<file path="config.mk">
export PLATFORM = sky130hd
export DESIGN_NAME = fifo_prog
export DESIGN_NICKNAME = d
export VERILOG_FILES = /design/src/rtl/fifo_prog.sv
export SDC_FILE = /design/constraint.sdc
export NUM_CORES = 1
export LEC_CHECK = 0
export ABC_CLOCK_PERIOD_IN_PS = 3400
export CORE_MARGIN = 8
export CORE_UTILIZATION = 30
export DETAILED_ROUTE_END_ITERATION = 16
export SYNTH_ARGS = -nofsm -noshare
export SYNTH_HDL_FRONTEND = slang
export SYNTH_SLANG_ARGS = --single-unit
</file>
<file path="constraint.sdc">
create_clock -name clk -period 3.4 [get_ports clk]
set_clock_uncertainty 0.1 [all_clocks]
set_input_delay 0.85 -clock clk [delete_from_list [all_inputs] [get_ports clk]]
set_output_delay 0.85 -clock clk [all_outputs]
set_load 0.02 [all_outputs]
</file>
<file path="src/rtl/fifo_prog.sv">
// fifo_prog
// ---------
// Synchronous single-clock FIFO with programmable almost-full/almost-empty
// watermarks, an occupancy count and sticky overflow/underflow flags.
// The depth may be any integer >= 2. The pointers wrap explicitly rather
// than by power-of-two masking.
// The read port is selectable. FWFT=0 gives a registered standard read.
// FWFT=1 gives first-word-fall-through.
//
// Ports:
//   clk, rst        rising-edge clock, synchronous active-high reset
//   wr_en, din      write request and write data
//   rd_en, dout     read request and read data
//   af_thresh       almost-full watermark  (almost_full  = count >= af_thresh)
//   ae_thresh       almost-empty watermark (almost_empty = count <= ae_thresh)
//   err_clr         clears the sticky overflow/underflow flags
//   full, empty     occupancy status, registered
//   almost_full,
//   almost_empty    watermark status, registered
//   count           current occupancy
//   overflow        sticky, set when a write was dropped
//   underflow       sticky, set when a read was refused
module fifo_prog #(
    parameter int DATA_WIDTH = 8,
    parameter int DEPTH      = 16,
    parameter int FWFT       = 0,
    localparam int CW        = $clog2(DEPTH + 1)
) (
    input  logic                  clk,
    input  logic                  rst,
    input  logic                  wr_en,
    input  logic [DATA_WIDTH-1:0] din,
    input  logic                  rd_en,
    output logic [DATA_WIDTH-1:0] dout,
    input  logic [CW-1:0]         af_thresh,
    input  logic [CW-1:0]         ae_thresh,
    input  logic                  err_clr,
    output logic                  full,
    output logic                  empty,
    output logic                  almost_full,
    output logic                  almost_empty,
    output logic [CW-1:0]         count,
    output logic                  overflow,
    output logic                  underflow
);

    localparam int PW = $clog2(DEPTH);

    logic [DATA_WIDTH-1:0] mem [DEPTH];
    logic [PW-1:0]         wr_ptr;
    logic [PW-1:0]         rd_ptr;
    logic                  rd_acc;
    logic                  wr_acc;
    logic [CW-1:0]         count_next;

    // Pointers wrap from DEPTH-1 back to 0, so any depth works.
    function automatic logic [PW-1:0] next_ptr(input logic [PW-1:0] p);
        return (p == PW'(DEPTH - 1)) ? '0 : p + PW'(1);
    endfunction

    // When the FIFO is full, a write is still accepted if a read is accepted
    // in the same cycle. There is no bypass on empty: a write and a read
    // that arrive together on an empty FIFO accept the write only.
    assign rd_acc = rd_en & ~empty;
    assign wr_acc = wr_en & (~full | rd_acc);

    always_comb begin
        count_next = count;
        if (wr_acc && !rd_acc) begin
            count_next = count + 1'b1;
        end else if (rd_acc && !wr_acc) begin
            count_next = count - 1'b1;
        end
    end

    // Control state. All flags are derived from the count of the next cycle,
    // so they change on the same edge as count. The watermark inputs are
    // sampled every cycle.
    always_ff @(posedge clk) begin
        if (rst) begin
            wr_ptr       <= '0;
            rd_ptr       <= '0;
            count        <= '0;
            empty        <= 1'b1;
            full         <= 1'b0;
            almost_empty <= 1'b1;
            almost_full  <= (af_thresh == '0);
            overflow     <= 1'b0;
            underflow    <= 1'b0;
        end else begin
            if (wr_acc) begin
                wr_ptr <= next_ptr(wr_ptr);
            end
            if (rd_acc) begin
                rd_ptr <= next_ptr(rd_ptr);
            end
            count        <= count_next;
            empty        <= (count_next == '0);
            full         <= (count_next == CW'(DEPTH));
            almost_full  <= (count_next >= af_thresh);
            almost_empty <= (count_next <= ae_thresh);

            // If an error and err_clr occur in the same cycle, the error
            // sets the flag.
            if (wr_en && !wr_acc) begin
                overflow <= 1'b1;
            end else if (err_clr) begin
                overflow <= 1'b0;
            end
            if (rd_en && !rd_acc) begin
                underflow <= 1'b1;
            end else if (err_clr) begin
                underflow <= 1'b0;
            end
        end
    end

    // Storage is not reset. Stale words cannot be reached after a reset
    // because the pointers and count restart at zero.
    always_ff @(posedge clk) begin
        if (!rst && wr_acc) begin
            mem[wr_ptr] <= din;
        end
    end

    generate
        if (FWFT != 0) begin : g_fwft
            // The head word is shown directly. dout is forced to 0 while the
            // FIFO is empty so that stale data never appears.
            assign dout = empty ? '0 : mem[rd_ptr];
        end else begin : g_std
            always_ff @(posedge clk) begin
                if (rst) begin
                    dout <= '0;
                end else if (rd_acc) begin
                    dout <= mem[rd_ptr];
                end
            end
        end
    endgenerate

endmodule

</file>
==> impl_results.md <==
* DR WL met2 at between 6 and 7 mm
* Final setup fails at 0
* Fmax at 0.338 GHz
* Highest metal used: met4
* Pwr Density at 579 nW/µm²
* Fin. max-slew vios at 0
* EDFF count, synth at 128
* Total grt overflow at 0
* Bufs on Longest Clock Path at 2
* CTS resizes at 0
* CTS sink count at 155
* Outcome: finished, final reports clean
* Drt drc at 0
* Tcrit/Tclk final at around 87%
* Core Region at ~21000 µm²
* Final Instance Count excl. Fillers at approximately 750
* Initial antenna violation count at 0
* Min-delay worst type: flip-flop to flip-flop
* Ant diodes at 0
* Die Ht at between 150 and 200 µm
* Setup ws final at roughly 0.44 ns
* Worst setup path class: input pin to flip-flop
* GRT Util Overall at between 10% and 20%
* Number of global-route vias before repair at 3797
* Hold-critical path depth at 2
* Routed met3 length at roughly 940 µm
* Worst rel slew slack at 47.8%
* WHS Endpoint: dout[1]
* Slew @ Worst Pin at a little under 0.8 ns
* CTS tree: done
* Worst R2R End: almost_empty
* YS warnings at 0
* IO buf count at 41
* Nets at 500
* Via Count at between 3000 and 4000
* CP max FO at 5
* Leak at 2.61 nW
* DRT Pass-1 Iters at 4
* Post-CTS Setup Repair Bufs at 0
* Die W at between 150 and 200 µm
* Synth Register Bits at 155
* Post-synth net total at between 400 and 500
* Required time of the critical path at 3.64 ns
* First-pass GRT wire length at approximately 22 mm
* Routed vias/inst at between 4 and 5
* Clock latency on the worst-skew pair at 0.42 ns
* Seq/Total Area, Yosys at 68.8%
* Setup crit end kind: flip-flop
* Wire per inst at about 19 µm
* Placed insts at between 700 and 800
* Reg clk slew, reported paths at 0.06 ns
* Gate Count Post-Synth at 392
* Die area at approximately 26000 µm²
* Setup Slack @ Placement at about 0.033 ns
* Starting Density at between 30% and 40%
* Hold Slack at a little under 0.4 ns
* RSZ-0062 raised after global routing: no
* DRT antenna net count at 0
* Fin Setup TNS at 0 ns
* Largest net degree at the start of global routing at 37
* Final Power at roughly 4.5 mW
* Tmin final at slightly below 3 ns
* Placer Congestion at just under 0.8
* Netlist cell types at 47
* I/O pins at 42
* M1 WL at around 6.0 mm
* Filler instances at approximately 2000
* CTS Hold Bufs at 0
* H-tree depth at 4
* RR Startpoint: count[0]
* Setup crit start kind: input pin
* Netlist Area Pre-Place at 6370 µm²
* CP Cell Sequence: clkdlybuf4s50_1, nand2b_1, nor2_1, o21ai_0, o21ai_0, ha_1, nor2b_1, o21a_1, o21a_1, o21a_1, o221ai_1
* Avg Inst Size Synth at about 16 µm²
* Maximum vdd ir drop at about 0.25 mV
* FF-to-FF path depth at 9
* Core Rows at between 50 and 60
* Post-synthesis to final-layout area growth at 22.7%
* Crit-path max cell delay at about 0.55 ns
* Final Hold Viols at 0
* Primary FF master, synth: edfxtp_1
* Arr. time, crit path at about 3.2 ns
* Cell family with most CP delay: compound AO/OA/AOI/OAI gates
* Initial DRC Count at between 400 and 500
* Buf/Inv on CP at 1
* Clock root buffer: clkbuf_16
* Slowest CP cell: clkdlybuf4s50_1
* MaxCap Viol Count at 0
* Final WL at ~14 mm
* Share of layout cells above drive strength 1 at around a fifth
* Post-synth ARST share at 0%
* DP HPWL at roughly 9.2 mm
* Min-delay src: dout[1]
* Num CTS Buffers at 17
* R2R Setup Slk at approximately 0.90 ns
* CP dominant cell by count: o21a_1
-- metrics by stage --
stage                     cell area [µm²]  util (%)
final                                7810      37.3
after global routing                 7810      37.3
after CTS                            7810      37.3
after detailed placement             7240      34.5
after global placement               7240      34.5
after floorplan                      6370         -
-- cell type report --
class	count	area (µm²)	area share (%)
Sequential cell	155	4390	56.1
Clock inverter	15	150	1.92
Inverter	16	60.1	0.769
Clock buffer	17	425	5.45
Tap cell	275	344	4.40
Timing Repair Buffer	67	618	7.91
Multi-Input combinational cell	203	1830	23.4
-- flip-flops by register name (all words and copies together), names as in the netlist, 4 cells and up --
name	count
wr_ptr	4
count	5
dout	8
mem	128
rd_ptr	4
-- synth_stat cells, drive strengths merged (2+ instances only) --
cell | n | area [µm²]
nor2 | 35 | 131
a21o | 2 | 15.0
and2b | 2 | 17.5
edfxtp | 128 | 3840
and2 | 6 | 40.0
xnor2 | 3 | 33.8
mux4 | 32 | 721
o21a | 3 | 22.5
nor2b | 3 | 18.8
and4bb | 2 | 25.0
a21oi | 26 | 130
o21ai | 6 | 30.0
a22oi | 17 | 128
xor2 | 3 | 26.3
a31oi | 3 | 18.8
dfxtp | 27 | 541
buf | 11 | 70.1
nor3 | 5 | 25.0
clkbuf | 7 | 26.3
nand2 | 17 | 63.8
nand2b | 5 | 33.8
nand3 | 2 | 10.0
inv | 16 | 60.1
ha | 17 | 213
-- cells in the final DEF, fill, tap and decap left out, drive strengths merged, types with 7 or more instances in the layout --
cell / Yosys / final
a21oi: 26 / 26
nor2: 35 / 35
edfxtp: 128 / 128
dfxtp: 27 / 27
clkbuf: 7 / 17
clkinv: 0 / 7
inv: 16 / 18
a22oi: 17 / 17
buf: 11 / 26
ha: 17 / 17
clkdlybuf4s50: 0 / 41
mux4: 32 / 32
nand2: 17 / 17
-- worst reg2reg max path, stage by stage (launching register included) --
cell and delay, ns:
dfxtp_1 0.41, inv_1 0.11, ha_1 0.35, o21ai_0 0.38, ha_1 0.32, nor2b_1 0.13, o21a_1 0.16, o21a_1 0.16
o21a_1 0.16, o221ai_1 0.15
-- how the worst max path moves through the flow --
stage | start | endpoint | slack, ns | depth (start not counted)
2_1_floorplan | rd_en | mem[3][0] | 0.74 | 6
3_3_place_gp | rd_en | almost_empty | 0.10 | 11
3_5_place_dp | rd_en | almost_empty | 0.03 | 11
4_1_cts | rd_en | almost_empty | 0.47 | 11
5_1_grt | rd_en | almost_empty | 0.20 | 11
6_report | rd_en | almost_empty | 0.44 | 11
-- routing by layer --
metal  track usage [%]  vias to the layer above
li1                  -                     1660
met1              13.7                     1830
met2              17.7                      120
met3              2.81                       20
met4              5.51                        0
met5                 0                        -
-- cell families after synthesis --
logic type	synth area share [%]
compound gates	6.80
xor+xnor	0.943
fa+ha+maj	3.34
buf+inv	2.46
flops	68.8
mux	11.3
simple gates	6.31
-- power by group --
group          leakage [nW]  switching, mW  internal (mW)
combinational         0.971          0.290          0.280
sequential             1.37         0.0473           2.10
clock                 0.268          0.733           1.08
total                  2.61           1.07           3.46
(Power assumes the default switching activity.)
